$ cat config.mk
export PLATFORM = sky130hd
export DESIGN_NAME = pmf_pipe_fu
export DESIGN_NICKNAME = d
export VERILOG_FILES = /design/src/rtl/pmf_pkg.sv /design/src/rtl/pmf_pipe_stage.sv /design/src/rtl/pmf_pipe_fu.sv
export SDC_FILE = /design/constraint.sdc
export NUM_CORES = 1
export LEC_CHECK = 0
export ABC_AREA = 0
export BUFFER_PORTS_ARGS = -buffer_cell sky130_fd_sc_hd__clkbuf_2
export CORE_AREA = 2 2 114 116
export DETAILED_ROUTE_END_ITERATION = 10
export DIE_AREA = 0 0 116 118
export PLACE_DENSITY = 0.75
export SETUP_SLACK_MARGIN = 0.2
export SLEW_MARGIN = 10
export SYNTH_ARGS = -nofsm -noshare
export SYNTH_HDL_FRONTEND = slang
export SYNTH_SLANG_ARGS = --single-unit
$ cat constraint.sdc
create_clock -name clk -period 3.3 [get_ports clk]
set_input_delay 0.33 -clock clk [delete_from_list [all_inputs] [get_ports clk]]
set_output_delay 0.33 -clock clk [all_outputs]
set_load 0.02 [all_outputs]
$ cat src/rtl/pmf_pkg.sv
// pmf_pkg -- shared definitions for the pipelined add/sub functional unit.
//   Op encodings, default widths/latency, and the payload width helper used
//   by the unit, the reservation station and the CDB arbiter.
//   Optional feature macro: PMF_OVERFLOW_EN (adds one overflow bit to the payload).
package pmf_pkg;

  localparam int PMF_WIDTH_DEF   = 32;
  localparam int PMF_TAG_W_DEF   = 4;
  localparam int PMF_LATENCY_DEF = 2;
  localparam int PMF_OP_W        = 2;

  typedef enum logic [PMF_OP_W-1:0] {
    PMF_OP_ADD = 2'b00,
    PMF_OP_SUB = 2'b01,
    PMF_OP_SLT = 2'b10,
    PMF_OP_RSV = 2'b11
  } pmf_op_e;

`ifdef PMF_OVERFLOW_EN
  localparam int PMF_OVF_W = 1;
`else
  localparam int PMF_OVF_W = 0;
`endif

  // Payload layout, MSB first: [ovf (optional)] [result] [tag]
  function automatic int pmf_payload_w(input int width, input int tag_w);
    return width + tag_w + PMF_OVF_W;
  endfunction

endpackage

$ cat src/rtl/pmf_pipe_stage.sv
// pmf_pipe_stage -- one valid/payload register stage of the functional unit.
//   clk        clock
//   RST        synchronous reset, active-high; clears valid and payload
//   flush      drops the held op at the next edge
//   up_valid   upstream offers a payload
//   up_payload payload from upstream
//   dn_ready   downstream can take this stage's payload this cycle
//   dn_valid   this stage holds a payload
//   dn_payload held payload
module pmf_pipe_stage
  import pmf_pkg::*;
#(
  parameter int PW = 36
) (
  input  logic          clk,
  input  logic          RST,
  input  logic          flush,
  input  logic          up_valid,
  input  logic [PW-1:0] up_payload,
  input  logic          dn_ready,
  output logic          dn_valid,
  output logic [PW-1:0] dn_payload
);

  logic          valid_reg;
  logic [PW-1:0] payload_reg;
  logic          take;

  // The stage can load whenever it is empty or its content leaves this edge.
  assign take = !valid_reg || dn_ready;

  always_ff @(posedge clk) begin
    if (RST) begin
      valid_reg   <= 1'b0;
      payload_reg <= '0;
    end else if (flush) begin
      valid_reg   <= 1'b0;
    end else if (take) begin
      valid_reg <= up_valid;
      if (up_valid) begin
        payload_reg <= up_payload;
      end
    end
  end

  assign dn_valid   = valid_reg;
  assign dn_payload = payload_reg;

endmodule

$ cat src/rtl/pmf_pipe_fu.sv
// pmf_pipe_fu -- pipelined integer ADD/SUB/SLT unit feeding the CDB.
//   Result is computed combinationally ahead of stage 0 and then carried with
//   its tag through LATENCY register stages; the last stage is the head that
//   waits for the CDB grant.
//   clk/RST     clock, synchronous active-high reset
//   flush       mispredict: drop every in-flight op
//   in_valid/in_ready, in_op, in_a, in_b, in_tag   issue handshake and operands
//   out_valid/out_ack, out_result, out_tag          head result and CDB grant
//   out_ovf     signed overflow flag (only with PMF_OVERFLOW_EN defined)
//   busy        any stage holds an op
module pmf_pipe_fu
  import pmf_pkg::*;
#(
  parameter int WIDTH   = PMF_WIDTH_DEF,
  parameter int TAG_W   = PMF_TAG_W_DEF,
  parameter int LATENCY = PMF_LATENCY_DEF
) (
  input  logic             clk,
  input  logic             RST,
  input  logic             flush,
  input  logic             in_valid,
  output logic             in_ready,
  input  logic [1:0]       in_op,
  input  logic [WIDTH-1:0] in_a,
  input  logic [WIDTH-1:0] in_b,
  input  logic [TAG_W-1:0] in_tag,
  output logic             out_valid,
  input  logic             out_ack,
  output logic [WIDTH-1:0] out_result,
  output logic [TAG_W-1:0] out_tag,
`ifdef PMF_OVERFLOW_EN
  output logic             out_ovf,
`endif
  output logic             busy
);

  localparam int PW = pmf_payload_w(WIDTH, TAG_W);

  logic [WIDTH-1:0]   res_next;
  logic [PW-1:0]      pay_in;
  logic [LATENCY-1:0] stage_valid;
  logic [LATENCY-1:0] up_rdy;
  logic [PW-1:0]      stage_pay [LATENCY];
  logic               full_tail;

  // Stage-0 compute. SUB is a + ~b + 1 so carry-out simply falls off the top.
  always_comb begin
    res_next = '0;
    case (pmf_op_e'(in_op))
      PMF_OP_ADD: res_next = in_a + in_b;
      PMF_OP_SUB: res_next = in_a + ~in_b + WIDTH'(1);
      PMF_OP_SLT: res_next = {{(WIDTH-1){1'b0}}, ($signed(in_a) < $signed(in_b))};
      default:    res_next = '0;
    endcase
  end

`ifdef PMF_OVERFLOW_EN
  logic ovf_next;

  // Signed overflow: ADD needs equal operand signs, SUB needs differing ones,
  // and in both cases the result sign must differ from operand A.
  always_comb begin
    ovf_next = 1'b0;
    case (pmf_op_e'(in_op))
      PMF_OP_ADD: ovf_next = (in_a[WIDTH-1] == in_b[WIDTH-1]) && (res_next[WIDTH-1] != in_a[WIDTH-1]);
      PMF_OP_SUB: ovf_next = (in_a[WIDTH-1] != in_b[WIDTH-1]) && (res_next[WIDTH-1] != in_a[WIDTH-1]);
      default:    ovf_next = 1'b0;
    endcase
  end

  assign pay_in  = {ovf_next, res_next, in_tag};
  assign out_ovf = stage_pay[LATENCY-1][PW-1];
`else
  assign pay_in = {res_next, in_tag};
`endif

  // Stage i can take new data unless it and every stage after it are full
  // and the head is not being granted. Built from valids only, so the
  // ready path has no combinational chain through the stages themselves.
  always_comb begin
    full_tail = 1'b1;
    up_rdy    = '0;
    for (int i = LATENCY - 1; i >= 0; i--) begin
      full_tail = full_tail & stage_valid[i];
      up_rdy[i] = out_ack | ~full_tail;
    end
  end

  generate
    for (genvar gi = 0; gi < LATENCY; gi++) begin : g_stage
      logic          s_up_valid;
      logic [PW-1:0] s_up_pay;
      logic          s_dn_ready;

      if (gi == 0) begin : g_first
        assign s_up_valid = in_valid && !flush;
        assign s_up_pay   = pay_in;
      end else begin : g_mid
        assign s_up_valid = stage_valid[gi-1];
        assign s_up_pay   = stage_pay[gi-1];
      end

      if (gi == LATENCY - 1) begin : g_head
        assign s_dn_ready = out_ack;
      end else begin : g_body
        assign s_dn_ready = up_rdy[gi+1];
      end

      pmf_pipe_stage #(.PW(PW)) u_stage (
        .clk       (clk),
        .RST       (RST),
        .flush     (flush),
        .up_valid  (s_up_valid),
        .up_payload(s_up_pay),
        .dn_ready  (s_dn_ready),
        .dn_valid  (stage_valid[gi]),
        .dn_payload(stage_pay[gi])
      );
    end
  endgenerate

  assign in_ready   = up_rdy[0] && !flush;
  assign out_valid  = stage_valid[LATENCY-1];
  assign out_result = stage_pay[LATENCY-1][TAG_W +: WIDTH];
  assign out_tag    = stage_pay[LATENCY-1][TAG_W-1:0];
  assign busy       = |stage_valid;

endmodule

==> results of run 1 <==
[registers in the layout (all words and copies together), names as in the netlist]
signal	cells
g_stage.u_stage.dn_payload	72
g_stage.u_stage.dn_valid	2
[per-stage QoR]
| stage | cells | setup slack, ns | util (%) | hold WS (ns) | total power, mW |
|---|---|---|---|---|---|
| floorplan | 860 | 0.559 | - | 0.409 | 1.55 |
| global placement | 1112 | 0.240 | 54.7 | 0.437 | 1.76 |
| detailed placement | 1112 | 0.207 | 54.7 | 0.440 | 1.76 |
| CTS | 1128 | 0.560 | 57.0 | 0.222 | 2.68 |
| global route | 1128 | 0.420 | 57.0 | 0.231 | 2.81 |
| finish | 1128 | 0.501 | 57.0 | 0.229 | 2.68 |
[worst max-delay path, delay by kind of cell]
family / cells / cell delay, ns
xor+xnor: 1 / 0.17
buf+inv: 2 / 0.13
compound gates: 5 / 1.07
fa+ha+maj: 1 / 0.38
simple gates: 2 / 0.93
[cell families after synthesis]
group / after synthesis / synth area share (%)
AO/OA/AOI/OAI: 282 / 28.0
XOR/XNOR: 28 / 3.99
adder cells (fa/ha/maj): 65 / 13.5
buffers and inverters: 113 / 8.06
flip-flops: 74 / 24.1
multiplexers: 2 / 0.326
AND/OR/NAND/NOR: 296 / 22.1
[power by group through the flow]
stage,clock network (mW),registers (mW),logic [mW]
2_1_floorplan,0,0.950,0.596
3_3_place_gp,0,0.950,0.812
3_5_place_dp,0,0.951,0.811
4_1_cts,0.928,0.931,0.816
5_1_grt,0.961,0.934,0.913
6_report,0.916,0.931,0.831
[layer usage]
layer	wire length [um]	GRT usage, %	vias up	share of wire, %
met2	7380	36.5	265	45
met5	0	0	-	0
li1	-	-	3198	-
met1	7750	34.3	2930	47
met3	1140	2.94	28	6.9
met4	311	7.51	0	1.9
[cells in the mapped netlist (all sizes together), types with 4 or more instances]
master / number
nand2: 138
nand3: 12
xnor2: 22
inv: 65
and3: 5
a311oi: 5
nand4: 5
o211ai: 9
o21bai: 8
o21a: 4
xor2: 6
a211oi: 7
nor2: 59
a21oi: 119
nand2b: 7
o21ai: 60
or2: 6
a21o: 9
ha: 63
nor3: 19
a2111oi: 4
clkbuf: 27
or4: 4
nor4: 10
a31oi: 15
dfxtp: 74
a22oi: 7
nor2b: 16
or3: 8
buf: 20
o31ai: 11
[layout make-up]
type                            instances  area [sq um]  share of cell area, %
Inverter                               65           244                   3.45
Tap cell                              172           215                   3.04
Clock buffer                            9           225                   3.18
Sequential cell                        74          1480                   20.9
Timing Repair Buffer                  128           678                   9.58
Clock inverter                          7          58.8                  0.831
Multi-Input combinational cell        673          4180                   59.0
[worst max path at each step]
stage	start	cells after the start	slack, ns	endpoint
final	in_b[15]	11	0.50	g_stage[0].u_stage.dn_payload[34]
after global routing	in_b[15]	11	0.42	g_stage[0].u_stage.dn_payload[34]
after CTS	in_b[15]	11	0.56	g_stage[0].u_stage.dn_payload[34]
after detailed placement	in_b[15]	11	0.21	g_stage[0].u_stage.dn_payload[34]
after global placement	in_b[15]	11	0.24	g_stage[0].u_stage.dn_payload[34]
after floorplan	in_b[15]	11	0.56	g_stage[0].u_stage.dn_payload[24]
==> results.txt, run 1 <==
outcome - finished clean
Detail Route Antenna Nets - 0
Post-synth EDFFs - 0
Filler cells - 1282
Die Ht - 118 um
Clk pin slew, worst setup/hold paths - 0.06 ns
crit path max fanout - 9
FF-to-FF Start - g_stage[1].u_stage.dn_valid
area leader, netlist - dfxtp_1
Setup Viol. Count Final - 0
top_reg_cell synth - dfxtp_1
worst hold endpoint - g_stage[0].u_stage.dn_payload[1]
Overflow after GRT - 0
Worst path slowest cell - or4_4
Flop pwr share - 34.8%
Maximum Capacitance Violations - 0
kind of critical path - in2reg
ant diodes - 0
DR iter-0 viols - 496
fin. max-slew vios - 0
beginning of the worst hold path - in_tag[1]
asr flop ratio synth - 0%
row count - 41
Cell Chain, Critical Path - clkbuf_2 -> inv_1 -> ha_1 -> or4_4 -> or3_4 -> o21bai_1 -> a31oi_1 -> a311oi_1 -> o21ai_1 -> xor2_1 -> o21ai_1
DRC Markers - 0
I/O pin cnt - 114
Data arrival, critical path - 3.02 ns
GRT Resource Usage Total - 23.7%
YS warnings - 0
final hold vios - 0
worst r2r dst - g_stage[0].u_stage.dn_payload[32]
Num CTS Buffers - 9
post-synth cell types - 70
Mapped Cells - 860
Final Cycle Share - 84.8%
die area - 0.0137 sq mm
Synth area leaders - dfxtp_1 (24%), ha_1 (13%), a21oi_1 (9.6%), nand2_1 (8.4%), nor2_1 (3.5%)
Placer Congestion - 0.987
Net Switching - 925 uW
Post-DP HPWL - 12900 um
Post-CTS Setup Bufs - 0
clock latency on the worst-skew pair - 0.33 ns
pin count of the biggest net entering global routing - 56
worst-case clock buffer depth - 2
Syn-to-layout area delta - 15.1%
Routed WL - 16600 um
commonest non-fill, non-tap cell in the layout - nand2_1
Hold Path Stages - 3
Leak - 3.08 nW
total number of vias - 6421
IO buf count - 113
most used cell, CP - o21ai_1
largest vdd supply drop - 0.200 mV
Post-Synthesis Cell Area - 0.00615 sq mm
Seq/Total Area, Yosys - 24.1%
Int Pwr - 1.75 mW
unrepaired setup endpoints after global routing - false
Hold WC Path Type - in2reg
mean post-synth cell area - 7.15 sq um
Via-to-Cell Ratio - 5.69
wire per inst - 14.7 um
Post-CTS Resized - 0
FMAX - 357 MHz
post-route cell area - 0.00708 sq mm
CTS tree - yes
fraction of layout cells with a size suffix above 1 - 17.8%
DR pass1 iterations - 7
CTS sink count - 74
most frequent cells in the layout - nand2_1 (138), a21oi_1 (118), clkbuf_2 (113), dfxtp_1 (74), ha_1 (63)
Core ar. - 0.0124 sq mm
Setup crit end kind - register
H-tree depth - 3
CTS Hold Bufs - 0
die width - 116 um
vias in the first global route - 5758
Required @ worst endpoint - 3.52 ns
worst rel slew slack - 51.2%
Root Driver - clkbuf_16
effective utilization at floorplan - 49.5%
top-area cell type share of the netlist area - 24.1%
syn nets - 1000
setup TNS - 0 ns
number of synthesized register bits - 74
area post-placement - 0.00680 sq mm
antenna violations before repair - 0
Power per Cell Area - 378 mW/mm^2
global-route wire length before repair - 27000 um
clock skew - 0.00700 ns
Final #Nets - 1091
Worst setup SP type - primary input
Switching Fraction - 34.5%
minimum clock period - 2.80 ns
Comb pwr share - 31.0%
reg-to-reg setup timing slack - 1.11 ns
clock network fraction of design power - 34.2%
Worst Reg-to-Reg Cells - 8
Slew @ Worst Pin - 0.733 ns
Crit path largest cell delay - 0.57 ns
(Power assumes the default switching activity.)
==> run 2: changes to the inputs <==
--- a/config.mk
+++ b/config.mk
@@ -10,7 +10,7 @@
 export CORE_AREA = 2 2 114 116
 export DETAILED_ROUTE_END_ITERATION = 10
 export DIE_AREA = 0 0 116 118
-export PLACE_DENSITY = 0.75
+export PLACE_DENSITY = 0.78
 export SETUP_SLACK_MARGIN = 0.2
 export SLEW_MARGIN = 10
 export SYNTH_ARGS = -nofsm -noshare
==> constraint.sdc (replaced) <==
create_clock -name clk -period 2.3 [get_ports clk]
set_input_delay 0.23 -clock clk [delete_from_list [all_inputs] [get_ports clk]]
set_output_delay 0.23 -clock clk [all_outputs]
set_load 0.02 [all_outputs]
==> run 2 against run 1 <==
Against the previous run:
- the flow now finishes with violations (negative setup slack)
- utilization up 16 points
- clock skew down 0.0028 ns
- worst hold slack worse by 0.11 ns
- combinational power up 120%
- sequential power up 44%
- count of clock-buffer cells in the layout unchanged
- via count up 13%
- critical endpoint is now g_stage[0].u_stage.dn_payload[24]
- highest routed layer unchanged
==> results.txt, run 2 (same netlist as run 1, synthesis figures left out) <==
CTS sink count - 74
I/O pin cnt - 114
Placer Congestion - 0.970
Detail Route Antenna Nets - 0
Die Ht - 118 um
worst rel slew slack - 47.6%
Critical Path Sink - g_stage[0].u_stage.dn_payload[24]
DR pass1 iterations - 6
worst r2r dst - g_stage[0].u_stage.dn_payload[32]
Final Cycle Share - 103%
clock skew - 0.00425 ns
H-tree depth - 3
Overflow after GRT - 0
DRC Markers - 0
Cell Chain, Critical Path - buf_8 -> ha_4 -> or4_4 -> or3_4 -> nor2_4 -> o211ai_2 -> a41oi_2 -> nor2_1 -> or3_1 -> a32o_1
Power per Cell Area - 490 mW/mm^2
Via-to-Cell Ratio - 5.65
outcome - complete, but fails checks
Num CTS Buffers - 9
Setup Viol. Count Final - 4
largest vdd supply drop - 0.345 mV
Required @ worst endpoint - 2.52 ns
clock latency on the worst-skew pair - 0.33 ns
worst-case clock buffer depth - 2
Core ar. - 0.0124 sq mm
failing checks - negative setup slack
Post-DP HPWL - 14800 um
IO buf count - 113
Setup crit end kind - register
kind of critical path - in2reg
row count - 41
Leak - 3.96 nW
Power Total - 4.47 mW
Final #Nets - 1252
global-route wire length before repair - 31900 um
max reg flops - 72
crit path max fanout - 2
antenna violations before repair - 0
die width - 116 um
pin count of the biggest net entering global routing - 56
minimum clock period - 2.37 ns
ant diodes - 0
Setup crit start - in_a[15]
die area - 0.0137 sq mm
vias in the first global route - 6663
effective utilization at floorplan - 49.5%
Maximum Capacitance Violations - 0
fin. max-slew vios - 0
Slew @ Worst Pin - 0.779 ns
unrepaired setup endpoints after global routing - true
Crit path largest cell delay - 0.53 ns
wire per inst - 15.8 um
total number of vias - 7278
Root Driver - clkbuf_16
Hold WC Path Type - in2reg
commonest non-fill, non-tap cell in the layout - buf_4
final hold vios - 0
Worst setup SP type - primary input
CTS Hold Bufs - 0
Routed WL - 20300 um
FF-to-FF Start - g_stage[1].u_stage.dn_valid
Syn-to-layout area delta - 48.1%
most frequent cells in the layout - buf_4 (164), nand2_1 (136), clkbuf_2 (104), a21oi_1 (98), dfxtp_1 (74)
FMAX - 422 MHz
Worst Reg-to-Reg Cells - 6
CTS tree - yes
Clk pin slew, worst setup/hold paths - 0.06 ns
Data arrival, critical path - 2.59 ns
final hold slack - 0.118 ns
Worst path slowest cell - or4_4
Final WS setup - -0.0696 ns
reg-to-reg setup timing slack - 0.43 ns
fraction of layout cells with a size suffix above 1 - 38.9%
DR iter-0 viols - 677
GRT Resource Usage Total - 28.3%
## run 2: changes by cell type in the layout (fill, tap and decap cells not counted), moves of 13 or more
cell and change:
a21oi_1 -20, a21oi_2 +18, ha_4 +16, inv_1 -13, buf_4 +149, ha_1 -19
buf_6 +17
## run 2: timing repair
action                                  4_1_cts  5_1_grt
endpoints found under the setup margin       20       21
hold endpoints to repair                      0        0
pin swaps                                    42       37
resized for setup                            63       65
setup buffers                                16        9
## run 2: power breakdown
| group | total (mW) | internal, mW | switching (mW) |
|---|---|---|---|
| combinational | 1.81 | 0.842 | 0.963 |
| clock | 1.32 | 0.748 | 0.575 |
| sequential | 1.34 | 1.32 | 0.0209 |
| total | 4.47 | 2.91 | 1.56 |
## run 2: worst min-delay path by stage
| stage | from | to | depth (start not counted) |
|---|---|---|---|
| 2_1_floorplan | flush | g_stage[0].u_stage.dn_valid | 1 |
| 3_3_place_gp | g_stage[0].u_stage.dn_payload[20] | g_stage[0].u_stage.dn_payload[20] | 2 |
| 3_5_place_dp | g_stage[0].u_stage.dn_payload[20] | g_stage[0].u_stage.dn_payload[20] | 2 |
| 4_1_cts | in_tag[1] | g_stage[0].u_stage.dn_payload[1] | 3 |
| 5_1_grt | in_tag[1] | g_stage[0].u_stage.dn_payload[1] | 3 |
| 6_report | in_tag[1] | g_stage[0].u_stage.dn_payload[1] | 3 |
## run 2: through the flow
stage | cell area, sq um | setup slack [ns] | TNS (ns) | util (%) | instances
floorplan | 6420 | -0.223 | -0.753 | - | 860
global placement | 8050 | -0.421 | -5.89 | 64.8 | 1248
detailed placement | 8050 | -0.427 | -6.33 | 64.8 | 1248
CTS | 8790 | -0.0282 | -0.0560 | 70.8 | 1280
global route | 9110 | -0.164 | -0.870 | 73.4 | 1289
finish | 9110 | -0.0696 | -0.229 | 73.4 | 1289
## run 2: layout make-up
type,count,area (sq um)
clock buffer,9,225
fill,983,3310
sequential,74,1480
timing repair buffer,289,2010
tap,172,215
inverter,65,269
multi-input combinational,673,4840
clock inverter,7,61.3
## run 2: critical path: cells and delay by family
family	cells	cell delay, ns
buffers and inverters	1	0.10
AOI/OAI and AO/OA	3	0.60
adders and majority gates	1	0.23
and+or+nand+nor	5	1.43
## run 2: routing by layer
layer	track usage [%]	up-vias	part of all wire [%]
li1	-	3531	-
met1	38.1	3353	42
met2	46.9	343	48
met3	3.91	51	7.2
met4	7.74	0	2.6
met5	0	-	0
==> run 3: changes to the inputs <==
--- a/config.mk
+++ b/config.mk
@@ -7,9 +7,9 @@
 export LEC_CHECK = 0
 export ABC_AREA = 0
 export BUFFER_PORTS_ARGS = -buffer_cell sky130_fd_sc_hd__clkbuf_2
-export CORE_AREA = 2 2 114 116
+export CORE_AREA = 2 2 136 98
 export DETAILED_ROUTE_END_ITERATION = 10
-export DIE_AREA = 0 0 116 118
+export DIE_AREA = 0 0 138 100
 export PLACE_DENSITY = 0.78
 export SETUP_SLACK_MARGIN = 0.2
 export SLEW_MARGIN = 10
==> run 3 against run 2 <==
Against the previous run:
- via count rose by 2.1%
- maximum frequency is 4.1% lower
- flip-flop and latch count did not move
- first-iteration DRC count rose by 11%
- the flow still finishes with violations (negative setup slack)
- sequential power barely moved
==> results.txt, run 3 (same netlist as run 1, synthesis figures left out) <==
outcome - complete, but fails checks
failing checks - negative setup slack
fin. max-slew vios - 0
worst-case clock buffer depth - 2
global-route wire length before repair - 33000 um
Num CTS Buffers - 9
minimum clock period - 2.47 ns
final hold vios - 0
unrepaired setup endpoints after global routing - true
Final Cycle Share - 107%
kind of critical path - in2reg
die width - 138 um
clock skew - 0.00545 ns
final hold slack - 0.130 ns
FMAX - 405 MHz
wire per inst - 15.9 um
DR iter-0 viols - 749
Slew @ Worst Pin - 0.622 ns
Required @ worst endpoint - 2.56 ns
CTS tree - yes
Final #Nets - 1261
Overflow after GRT - 0
antenna violations before repair - 0
DR pass1 iterations - 6
I/O pin cnt - 114
Leak - 4.00 nW
effective utilization at floorplan - 48.4%
H-tree depth - 3
worst path bufs/invs - 6
Placer Congestion - 1.02
most frequent cells in the layout - buf_4 (178), nand2_1 (138), clkbuf_2 (108), a21oi_1 (104), dfxtp_1 (74)
max reg flops - 72
Die Ht - 100 um
row count - 35
Data arrival, critical path - 2.73 ns
Maximum Capacitance Violations - 0
crit-path leading delay family - compound AO/OA/AOI/OAI gates
Via-to-Cell Ratio - 5.75
commonest non-fill, non-tap cell in the layout - buf_4
die area - 0.0138 sq mm
DRC Markers - 0
Post-DP HPWL - 15900 um
pin count of the biggest net entering global routing - 49
Crit path largest cell delay - 0.36 ns
Clk pin slew, worst setup/hold paths - 0.06 ns
ant diodes - 0
Core ar. - 0.0127 sq mm
crit path max fanout - 4
Detail Route Antenna Nets - 0
Worst setup SP type - primary input
CTS sink count - 74
CTS Hold Bufs - 0
Power per Cell Area - 509 mW/mm^2
GRT Resource Usage Total - 29.0%
Worst path slowest cell - or3_1
Cell Chain, Critical Path - buf_6 -> inv_4 -> ha_4 -> buf_6 -> nor2b_4 -> o31a_1 -> buf_4 -> buf_4 -> buf_6 -> o21a_1 -> a31oi_1 -> nor2_1 -> a21oi_1 -> xnor2_1 -> or3_1 -> a21oi_2
most used cell, CP - buf_6
fraction of layout cells with a size suffix above 1 - 36.7%
Routed WL - 20600 um
vias in the first global route - 6692
fin util - 70.7%
total number of vias - 7434
Setup Viol. Count Final - 9
Setup crit end kind - register
setup TNS - -0.582 ns
worst rel slew slack - 58.2%
largest vdd supply drop - 0.444 mV
IO buf count - 113
clock latency on the worst-skew pair - 0.33 ns
Root Driver - clkbuf_16
Final WS setup - -0.170 ns
Syn-to-layout area delta - 46.0%
Hold WC Path Type - in2reg
[run 3: changes by cell type in the layout (fill, tap and decap cells not counted), moves of 4 or more]
cell,delta
a21oi_1,+6
a21oi_2,-4
ha_4,-5
buf_6,-11
buf_4,+14
clkbuf_2,+4
ha_1,+8
inv_1,+4
[run 3: metal layers]
metal	GRT usage [%]	part of all wire [%]	vias up
li1	-	-	3546
met1	43.4	46	3415
met2	42.0	40	450
met3	7.11	13	23
met4	6.51	0.98	0
met5	0	0	-
[run 3: final timing paths]
kind / cells after the start / start / slack [ns] / endpoint
setup / recovery: 16 / in_b[2] / -0.17 / g_stage[0].u_stage.dn_payload[16]
hold / removal: 3 / in_tag[0] / 0.13 / g_stage[0].u_stage.dn_payload[0]
setup reg to reg: 6 / g_stage[1].u_stage.dn_valid / 0.33 / g_stage[0].u_stage.dn_payload[32]
hold reg to reg: 2 / g_stage[0].u_stage.dn_payload[34] / 0.45 / g_stage[0].u_stage.dn_payload[34]
[run 3: stage by stage]
stage / instance area, sq um / cells / worst slack (ns) / total power [mW]
floorplan: 6420 / 860 / -0.223 / 2.29
global placement: 8220 / 1261 / -0.456 / 2.93
detailed placement: 8220 / 1261 / -0.435 / 2.95
CTS: 8800 / 1287 / -0.0331 / 4.46
global route: 8980 / 1292 / -0.259 / 4.78
finish: 8980 / 1292 / -0.170 / 4.57
[run 3: final cells by class]
type                    instances  area [sq um]
clock inverters                 7          86.3
clock buffers                   9           225
repair buffers                298          2060
inverters                      65           262
multi-input cells             673          4660
fillers                      1017          3720
well taps                     166           208
flip-flops and latches         74          1480
[run 3: worst reg2reg max path, stage by stage, from the launching register on]
cell and delay, ns:
dfxtp_1 0.31, nor2b_1 0.18, a21oi_1 0.30, nand2_1 0.16, or3_1 0.38, or4_1 0.51
nand3_1 0.09
[run 3: power breakdown]
group	switching (mW)	internal, mW	total (mW)
clock network	0.577	0.862	1.44
registers	0.0202	1.32	1.34
logic	0.961	0.834	1.79
[run 3: timing repair]
action | CTS | global route
endpoints found under the setup margin | 19 | 23
pin swaps | 39 | 38
resized for setup | 35 | 29
buffers inserted | 10 | 5
hold endpoints to repair | 0 | 0
